## src/rtl/stopwatch_control.sv

```systemverilog
// stopwatch_control: start/pause/clear FSM and BCD MM:SS.hh time accumulator for the stopwatch.
// Optional lap-freeze of the displayed value is built when STOPWATCH_LAP_EN is defined.
module stopwatch_control #(
  parameter int MINUTE_LIMIT = 60
) (
  input  logic       clk,
  input  logic       async_nreset,
  input  logic       start_stop,
  input  logic       clear_req,
  input  logic       lap,
  input  logic       elapsed_10ms,
  output logic       timer_enabled,
  output logic       timer_clear,
  output logic [3:0] min_tens,
  output logic [3:0] min_ones,
  output logic [3:0] sec_tens,
  output logic [3:0] sec_ones,
  output logic [3:0] hund_tens,
  output logic [3:0] hund_ones,
  output logic       running,
  output logic       lap_frozen,
  output logic       overflow
);
  localparam logic [3:0] MT_MAX = 4'((MINUTE_LIMIT - 1) / 10);
  localparam logic [3:0] MO_MAX = 4'((MINUTE_LIMIT - 1) % 10);
  typedef enum logic [1:0] {IDLE, RUN, PAUSE} state_t;
  state_t r_state, w_next;
  logic [3:0] r_mt, r_mo, r_st, r_so, r_ht, r_ho;
  logic [3:0] w_mt_n, w_mo_n, w_st_n, w_so_n, w_ht_n, w_ho_n;
  logic [23:0] w_live, w_live_n;
  logic w_tick, w_clr, w_c0, w_c1, w_c2, w_c3, w_c4;
  logic r_tclr, r_ovf;

  always_ff @(posedge clk or negedge async_nreset)
    if (!async_nreset) r_state <= IDLE;
    else r_state <= w_next;

  // In RUN start_stop wins over clear; in PAUSE clear wins over start_stop.
  always_comb
    w_next = (r_state == IDLE  && start_stop) ? RUN   :
             (r_state == RUN   && start_stop) ? PAUSE :
             (r_state == PAUSE && clear_req)  ? IDLE  :
             (r_state == PAUSE && start_stop) ? RUN   : r_state;

  always_comb begin
    timer_enabled = r_state == RUN;
    running = r_state == RUN;
    timer_clear = r_tclr;
    overflow = r_ovf;
    w_tick = elapsed_10ms && r_state == RUN;
    w_clr = clear_req && r_state != RUN;
    w_c0 = w_tick && r_ho == 4'd9;
    w_c1 = w_c0 && r_ht == 4'd9;
    w_c2 = w_c1 && r_so == 4'd9;
    w_c3 = w_c2 && r_st == 4'd5;
    w_c4 = w_c3 && r_mt == MT_MAX && r_mo == MO_MAX;
    w_ho_n = !w_tick ? r_ho : w_c0 ? 4'd0 : r_ho + 4'd1;
    w_ht_n = !w_c0 ? r_ht : w_c1 ? 4'd0 : r_ht + 4'd1;
    w_so_n = !w_c1 ? r_so : w_c2 ? 4'd0 : r_so + 4'd1;
    w_st_n = !w_c2 ? r_st : w_c3 ? 4'd0 : r_st + 4'd1;
    w_mo_n = !w_c3 ? r_mo : (w_c4 || r_mo == 4'd9) ? 4'd0 : r_mo + 4'd1;
    w_mt_n = !w_c3 ? r_mt : w_c4 ? 4'd0 : r_mo == 4'd9 ? r_mt + 4'd1 : r_mt;
    w_live = {r_mt, r_mo, r_st, r_so, r_ht, r_ho};
    w_live_n = {w_mt_n, w_mo_n, w_st_n, w_so_n, w_ht_n, w_ho_n};
  end

  always_ff @(posedge clk or negedge async_nreset)
    if (!async_nreset) begin
      {r_mt, r_mo, r_st, r_so, r_ht, r_ho} <= '0;
      r_tclr <= 1'b0;
      r_ovf <= 1'b0;
    end else begin
      {r_mt, r_mo, r_st, r_so, r_ht, r_ho} <= w_clr ? 24'd0 : w_live_n;
      r_tclr <= w_clr;
      r_ovf <= w_clr ? 1'b0 : r_ovf | w_c4;
    end

`ifdef STOPWATCH_LAP_EN
  logic r_frz, w_lap_set, w_lap_rel;
  logic [23:0] r_snap;
  always_comb begin
    w_lap_set = lap && !r_frz && r_state == RUN;
    w_lap_rel = lap && r_frz && r_state != IDLE;
    lap_frozen = r_frz;
    {min_tens, min_ones, sec_tens, sec_ones, hund_tens, hund_ones} = r_frz ? r_snap : w_live;
  end

  // Snapshot captures the post-tick value when a tick coincides with lap.
  always_ff @(posedge clk or negedge async_nreset)
    if (!async_nreset) begin
      r_frz <= 1'b0;
      r_snap <= '0;
    end else begin
      r_frz <= w_clr ? 1'b0 : w_lap_set ? 1'b1 : w_lap_rel ? 1'b0 : r_frz;
      if (w_lap_set) r_snap <= w_live_n;
    end
`else
  logic w_unused;
  always_comb begin
    w_unused = lap;
    lap_frozen = 1'b0;
    {min_tens, min_ones, sec_tens, sec_ones, hund_tens, hund_ones} = w_live;
  end
`endif
endmodule
```

## config.mk

```make
export PLATFORM = sky130hd
export DESIGN_NAME = stopwatch_control
export DESIGN_NICKNAME = d
export VERILOG_FILES = /design/src/rtl/stopwatch_control.sv
export SDC_FILE = /design/constraint.sdc
export NUM_CORES = 1
export LEC_CHECK = 0
export BUFFER_PORTS_ARGS = -buffer_cell sky130_fd_sc_hd__buf_2
export CAP_MARGIN = 20
export CORE_UTILIZATION = 30
export CTS_CLUSTER_SIZE = 14
export DETAILED_ROUTE_END_ITERATION = 7
export MAX_ROUTING_LAYER = met4
export SLEW_MARGIN = 20
export SYNTH_ARGS = -nofsm -noshare
export SYNTH_HDL_FRONTEND = slang
export SYNTH_SLANG_ARGS = --single-unit
```

## constraint.sdc

```tcl
create_clock -name clk -period 2 [get_ports clk]
set_input_delay 0 -clock clk [delete_from_list [all_inputs] [get_ports clk]]
set_output_delay 0 -clock clk [all_outputs]
set_load 0.05 [all_outputs]
```

==> results of run 1 <==
placed cells by master, fill, tap and decap left out, drive strengths merged, types with 2 or more instances in the layout:
| master | synthesis | layout |
|---|---|---|
| o311ai | 2 | 2 |
| nor2 | 14 | 14 |
| and3 | 2 | 2 |
| or4 | 5 | 5 |
| nand4 | 2 | 3 |
| nand3 | 7 | 7 |
| nand3b | 5 | 5 |
| o21ai | 11 | 11 |
| dfrtp | 28 | 28 |
| inv | 8 | 8 |
| and3b | 5 | 5 |
| mux2i | 2 | 2 |
| dlygate4sd3 | 0 | 2 |
| clkbuf | 3 | 4 |
| or3 | 6 | 6 |
| nand2 | 13 | 13 |
| xor2 | 2 | 2 |
| buf | 4 | 50 |
| ha | 12 | 12 |
| a21oi | 16 | 16 |
| nor3 | 5 | 5 |
kinds of logic (layout without fill, tap and decap cells):
family	Yosys count	after routing	share of synthesized area
AO/OA/AOI/OAI	36	36	0.133
XOR/XNOR	3	3	0.0165
adder cells (fa/ha/maj)	12	12	0.0944
buffers and inverters	15	64	0.0456
flip-flops	28	28	0.441
multiplexers	2	2	0.0126
other	1	1	0.00236
AND/OR/NAND/NOR	70	71	0.255
power breakdown:
part	leakage (uW)	total [uW]	internal, uW	switching [uW]
combinational	0.000596	451	125	325
sequential	0.000371	633	602	30.9
clock	0.0000288	356	176	180
total	0.000996	1440	904	536
per-stage QoR:
step	instances	instance area, um2	hold WS, ps	worst slack, ps
after global routing	287	2040	63.8	11.9
after floorplan	167	1600	-296	16.3
final	287	2040	69.0	89.1
after detailed placement	278	1920	68.4	0.311
after global placement	278	1920	73.1	47.9
after CTS	284	2010	64.8	120
worst paths after layout:
check / end / slack, ps / depth (start not counted)
min in group asynchronous: sec_ones[2] / 280 / 2
max: sec_tens[3] / 90 / 7
min reg2reg: overflow / 490 / 2
min: r_state[1] / 70 / 3
max in group asynchronous: sec_tens[0] / 1260 / 2
max reg2reg: sec_tens[3] / 90 / 7
routing by layer:
metal  vias up  GRT usage  routed length [um]
li1        703          -                   -
met1       689      0.183                1820
met2        30      0.231                1710
met3         2     0.0161                 158
met4         0     0.0398                  27
met5         -          -                   0
worst max-delay path, delay by kind of cell, from the launching register on:
family                   cells  cell delay (ps)
adder cells (fa/ha/maj)      1              150
AND/OR/NAND/NOR              3              940
flip-flops                   1              410
buffers and inverters        2              230
AO/OA/AOI/OAI                1              120
flip-flops by register name (all words and copies together), names as in the netlist:
signal,cells
hund_ones,4
hund_tens,4
min_ones,4
min_tens,4
overflow,1
r_state,2
sec_ones,4
sec_tens,4
timer_clear,1
area by class of cell:
type	instances	share of cell area
Multi-Input combinational cell	125	0.412
Sequential cell	28	0.348
Timing Repair Buffer	52	0.155
Tap cell	70	0.0430
Clock buffer	4	0.0270
Inverter	8	0.0147
timing repair:
item / 4_1_cts / 5_1_grt
endpoints found under the hold margin: 30 / 0
gates cloned: 0 / 1
gates resized for setup: 1 / 1
hold buffers: 2 / 0
endpoints found under the setup margin: 2 / 2
pin swaps: 0 / 1
buffers inserted: 0 / 2
==> impl_results.md, run 1 <==
- Status: complete, no violations
- P&R area growth vs syn: 28.1%
- Vias: 1,424
- Most common cell in the netlist: dfrtp_1
- Hold Crit Start: clear_req
- Rel. slew slack: 0.567
- VDD IR max: 0.377 mV
- Util after Layout: 0.399
- Multi-input logic area: 840 um2
- Startpoint types: flip-flop
- Die Wd: 74.8 um
- Bufs on Longest Clock Path: 2
- Mapped Cells: 167
- Data required, critical path: 2210 ps
- Placement Rows: 26
- Hold Path Class: input pin to flip-flop
- Average size of a mapped cell: 9.52 um2
- Max-cap viol count: 0
- H-tree levels: 1
- Port bufs: 32
- Start point of the critical path: hund_ones[1]
- WS Path Type: flip-flop to flip-flop
- Arr. time, crit path: 2120 ps
- Min Tclk post-route: 1910 ps
- I/O Pins: 35
- Final Hold Viols: 0
- Total core area: 5110 um2
- Total GRT Usage: 0.141
- Drt via density: 4.96
- Unique masters post-synth: 39
- Register Area: 709 um2
- Reg-to-Reg Start: hund_ones[1]
- Die Ht: 74.8 um
- DRC: 0
- Mapped Nets: 185
- Top-area cell type share of the netlist area: 0.441
- RSZ-0062 raised after global routing: no
- Layout cell share with drive strength beyond 1: 0.313
- Max Clock Freq: 523 MHz
- GPL Wtd Cong: 0.755
- Sequential area share after synthesis: 0.441
- Final Skew: 4.92 ps
- Area contributors post-synth: dfrtp_1 44%, ha_1 9.4%, a21oi_1 5.0%, o21ai_0 3.5%, nor2_1 3.3%
- Number of synthesized flops with an enable pin: 0
- Worst path cell trace: inv_1 > ha_1 > and4b_2 > nand4_4 > buf_4 > or4_1 > a21oi_1
- Drt pass-1 iters: 4
- Root buffer cell: clkbuf_8
- # setup viols final: 0
- Largest net degree at the start of global routing: 29
- Final net count: 236
- TNS Setup: 0 ps
- Slowest cell on crit path: or4_1
- Final antenna-violating net count: 0
- Drt initial violations: 57
- Actual slew at the worst max-slew pin: 650 ps
- Crit path largest cell delay: 460 ps
- Crit-path max FO: 7
- Reg clk slew, reported paths: 100 ps
- Initial antenna violation count: 0
- Tot Pwr: 1440 uW
- Kind of end point of the critical path: flip-flop
- Hpwl dp: 2530 um
- P_leak: 0.000996 uW
- Clock Latency Late Sink: 270 ps
- Initial core utilization: 0.311
- Main synth FF type: dfrtp_1
- FF+latch count, synth: 28
- First-pass GRT wire length: 5910 um
- Period utilization: 0.955
- CTS tree: built
- Number of global-route vias before repair: 1,321
- WL/cell: 12.9 um
- # clock sinks: 28
- Total die area: 5600 um2
- Grt total ovfl: 0
- Max Slew Vio Count: 0
- Dominant cell type by area after synthesis: dfrtp_1
- Post-synth ARST share: 1.00
- Diodes inserted: 0
- Num CTS Buffers: 3
- Yosys warning count: 0
- Synth top cells by count: 28 x dfrtp_1, 16 x a21oi_1, 14 x nor2_1
- Pwr/cell area: 707 nW/um2
- Mapped cell area: 1590 um2
- # fillers: 546
- Final WL: 3710 um
(Power assumes the default switching activity.)
==> run 2: changes to the inputs <==
--- a/config.mk
+++ b/config.mk
@@ -11,6 +11,7 @@
 export CTS_CLUSTER_SIZE = 14
 export DETAILED_ROUTE_END_ITERATION = 7
 export MAX_ROUTING_LAYER = met4
+export PLACE_DENSITY = 0.51
 export SLEW_MARGIN = 20
 export SYNTH_ARGS = -nofsm -noshare
 export SYNTH_HDL_FRONTEND = slang
==> impl_results.md, run 2 (synthesis gave the netlist of run 1 again) <==
- Arr. time, crit path: 2090 ps
- Reg clk slew, reported paths: 100 ps
- Grt met1 use: 0.189
- Most common cell after layout, fill and taps aside: buf_2
- Port bufs: 32
- Total core area: 5110 um2
- Hold slack: 70.8 ps
- DRC: 0
- Initial core utilization: 0.311
- VDD IR max: 0.514 mV
- Data required, critical path: 2220 ps
- Actual slew at the worst max-slew pin: 650 ps
- Pwr/cell area: 765 nW/um2
- Most frequent cells in the layout: 32 x buf_2, 21 x dfrtp_1, 16 x a21oi_1
- RSZ-0062 raised after global routing: no
- Clock Latency Late Sink: 280 ps
- H-tree levels: 1
- Diodes inserted: 0
- P_leak: 0.000953 uW
- Min Tclk post-route: 1870 ps
- Grt total ovfl: 0
- Die Ht: 74.8 um
- Number of global-route vias before repair: 1,273
- Period utilization: 0.937
- Vias: 1,386
- Crit-path max FO: 20
- P&R area growth vs syn: 24.3%
- Layout cell share with drive strength beyond 1: 0.280
- WS Path Type: flip-flop to flip-flop
- Num CTS Buffers: 3
- # clock sinks: 28
- GPL Wtd Cong: 0.809
- Final Instance Area: 1980 um2
- Final net count: 226
- Postcts setup bufs: 0
- Max Clock Freq: 534 MHz
- Final Skew: 13.5 ps
- FF-to-FF path depth: 7
- Busiest grt layer: met2
- Drt initial violations: 54
- Kind of end point of the critical path: flip-flop
- TNS Setup: 0 ps
- Final WL: 3480 um
- Critical Path Sink: min_tens[0]
- Max Slew Vio Count: 0
- Critical R2R Capture: min_tens[0]
- Total die area: 5600 um2
- Reg-to-Reg Start: hund_tens[1]
- Start point of the critical path: hund_tens[1]
- Status: complete, no violations
- Initial antenna violation count: 0
- Met3 usage: 0.0335
- Hold Path Class: input pin to flip-flop
- Bufs on Longest Clock Path: 2
- First-pass GRT wire length: 6030 um
- Met2 Usage GRT: 0.230
- Placement Rows: 26
- Total GRT Usage: 0.144
- Final antenna-violating net count: 0
- Hpwl dp: 2430 um
- WL/cell: 12.6 um
- # setup viols final: 0
- Largest net degree at the start of global routing: 29
- Root buffer cell: clkbuf_8
- Rel. slew slack: 0.567
- Startpoint types: flip-flop
- Max-cap viol count: 0
- Drt pass-1 iters: 4
- Die Wd: 74.8 um
- Reg2reg setup slack: 130 ps
- Post-DP Area: 1880 um2
- Drt via density: 5.00
- # fillers: 541
- I/O Pins: 35
- Final Hold Viols: 0
- CTS tree: built
==> run 2: power breakdown <==
| group | switching [uW] | internal, uW |
|---|---|---|
| clock network | 182 | 268 |
| logic | 305 | 119 |
| registers | 36.2 | 602 |
==> run 2: layout make-up <==
cell class,count,area (um2),share of cell area
Clock buffer,3,41.3,0.0209
Clock inverter,1,30.0,0.0152
Inverter,8,30.0,0.0152
Multi-Input combinational cell,124,818,0.414
Sequential cell,28,709,0.359
Tap cell,70,87.6,0.0443
Timing Repair Buffer,43,260,0.132
==> run 2: worst min path at each step <==
stage                   endpoint         start  slack (ps)  depth (start not counted)
finish                r_state[1]     clear_req          70                          3
floorplan           hund_ones[0]  async_nreset        -300                          0
global route          r_state[1]     clear_req          70                          3
CTS                   r_state[1]     clear_req          60                          3
global placement     min_tens[2]  async_nreset          70                          1
detailed placement   min_tens[2]  async_nreset          70                          1
==> run 2: routing by layer <==
metal / up-vias / routed length [um] / part of all wire
met2: 28 / 1590 / 0.46
met4: 0 / 21 / 0.0060
li1: 681 / - / -
met3: 4 / 133 / 0.038
met1: 673 / 1730 / 0.50
met5: - / 0 / 0
==> run 2: stage by stage <==
step / cells / power [uW] / worst slack, ps / util
after floorplan: 167 / 948 / 16.3 / -
after global placement: 271 / 1080 / 141 / 0.369
after detailed placement: 271 / 1080 / 118 / 0.369
after CTS: 277 / 1540 / 104 / 0.387
after global routing: 277 / 1610 / 19.9 / 0.387
final: 277 / 1510 / 127 / 0.387
==> run 2: timing repair <==
action | in CTS | in global routing
endpoints found under the setup margin | 0 | 1
hold buffers | 2 | 0
hold endpoints to repair | 30 | 0
resized for setup | 0 | 1
==> run 2: worst max-delay path: stages (launching register included) <==
cell	delay (ps)
dfrtp_2	430
inv_1	70
ha_1	160
and3b_1	200
nand4_2	140
buf_12	170
or4_1	490
a21oi_1	150
==> run 3: changes to the inputs <==
==> constraint.sdc (replaced) <==
create_clock -name clk -period 2 [get_ports clk]
set_input_delay 0 -clock clk [delete_from_list [all_inputs] [get_ports clk]]
set_output_delay 0 -clock clk [all_outputs]
set_load 0.02 [all_outputs]
==> impl_results.md, run 3 (synthesis gave the netlist of run 1 again) <==
- Status: complete, no violations
- Clock Latency Late Sink: 280 ps
- Kind of end point of the critical path: flip-flop
- Multi-input logic area: 827 um2
- Drt pass-1 iters: 4
- Hold Crit Start: clear_req
- Startpoint types: flip-flop
- Max Clock Freq: 544 MHz
- Reg2reg setup slack: 160 ps
- Actual slew at the worst max-slew pin: 664 ps
- Num CTS Buffers: 3
- Data required, critical path: 2180 ps
- Total core area: 5110 um2
- Vias: 1,391
- Gate power share: 0.246
- Bufs on Longest Clock Path: 2
- Drt initial violations: 62
- VDD IR max: 0.268 mV
- Die Ht: 74.8 um
- Register Area: 701 um2
- Die Wd: 74.8 um
- First-pass GRT wire length: 6330 um
- Total die area: 5600 um2
- Min-Delay Path Depth: 3
- Clock Power Share: 0.318
- Drt via density: 4.90
- Crit-path max FO: 5
- Final Skew: 4.01 ps
- Rel. slew slack: 0.557
- Largest net degree at the start of global routing: 29
- WL/cell: 13.2 um
- Max-cap viol count: 0
- Grt total ovfl: 0
- FF-to-FF path depth: 7
- Hpwl dp: 2640 um
- Hold Path Class: input pin to flip-flop
- Pwr/cell area: 718 nW/um2
- P&R area growth vs syn: 26.8%
- Max Slew Vio Count: 0
- Final net count: 233
- GPL Wtd Cong: 0.762
- Reg-to-Reg Start: hund_tens[1]
- Initial antenna violation count: 0
- Post-Place Worst Slack: 79.8 ps
- # setup viols final: 0
- Net switching power: 452 uW
- P_leak: 0.000994 uW
- Final antenna-violating net count: 0
- Most frequent cells in the layout: 32 x buf_2, 28 x dfrtp_1, 16 x a21oi_1, 16 x buf_4, 14 x nor2_1
- Switch share: 0.312
- Worst Slack Setup Final: 162 ps
- Postcts setup bufs: 0
- Total GRT Usage: 0.154
- Min Tclk post-route: 1840 ps
- Cell-internal power: 995 uW
- DRC: 0
- Diodes inserted: 0
- Most common cell after layout, fill and taps aside: buf_2
- Arr. time, crit path: 2010 ps
- H-tree levels: 1
- Share of power burned in registers: 0.437
- Initial core utilization: 0.311
- TNS Setup: 0 ps
- WS Path Type: flip-flop to flip-flop
- I/O Pins: 35
- Period utilization: 0.919
- CTS tree: built
- Final WL: 3750 um
- Number of global-route vias before repair: 1,378
- Final Hold Viols: 0
- # fillers: 531
- Layout cell share with drive strength beyond 1: 0.271
- Critical R2R Capture: min_tens[1]
- Root buffer cell: clkbuf_8
- Placement Rows: 26
- # clock sinks: 28
- Port bufs: 32
- RSZ-0062 raised after global routing: no
- Hold EP: r_state[1]
- Reg clk slew, reported paths: 100 ps
[run 3: cell count changes in the layout (fill, tap and decap cells not counted), sizes merged]
cell  delta
buf      +7
[run 3: cell type report]
cell class / instances / share of cell area
multi-input cells: 124 / 0.410
flip-flops and latches: 28 / 0.347
repair buffers: 50 / 0.149
well taps: 70 / 0.0434
clock buffers: 3 / 0.0205
clock inverters: 1 / 0.0149
inverters: 8 / 0.0149
[run 3: stage by stage]
step | instance area [um2] | hold WS, ps | total power [uW] | util | instances
finish | 2020 | 62.8 | 1450 | 0.395 | 284
global route | 2020 | 54.7 | 1530 | 0.395 | 284
CTS | 2010 | 54.8 | 1460 | 0.393 | 284
detailed placement | 1920 | 79.0 | 994 | 0.375 | 278
global placement | 1920 | 74.1 | 993 | 0.375 | 278
floorplan | 1590 | -296 | 859 | - | 167
[run 3: worst max-delay path, stage by stage (launching register included)]
cell,delay [ps]
dfrtp_1,400
inv_1,80
ha_1,160
and3b_1,230
buf_4,160
and4_1,280
nand3_1,160
a31o_2,270
[run 3: timing repair]
action	in CTS	in global routing
hold buffers	2	0
endpoints found under the hold margin	30	0
setup endpoints to repair	0	8
gates resized for setup	0	2
[run 3: worst max path at each step]
stage	startpoint	to	slack, ps
3_3_place_gp	hund_ones[1]	min_tens[2]	120
4_1_cts	hund_ones[1]	sec_tens[1]	60
2_1_floorplan	hund_ones[0]	min_tens[0]	80
3_5_place_dp	hund_ones[1]	sec_tens[1]	80
5_1_grt	hund_tens[1]	min_ones[0]	40
6_report	hund_tens[1]	min_tens[1]	160
[run 3: per-layer routing]
layer,GRT usage,up-vias,share of wire
met3,0.0241,4,0.033
met4,0.0440,0,0.011
li1,-,697,-
met1,0.195,665,0.50
met5,-,-,0
met2,0.254,25,0.46
[run 3: power groups by stage]
stage | registers, uW | logic, uW | clock network [uW]
finish | 632 | 356 | 460
detailed placement | 641 | 353 | 0
global placement | 643 | 350 | 0
CTS | 632 | 358 | 473
floorplan | 665 | 194 | 0
global route | 638 | 389 | 502
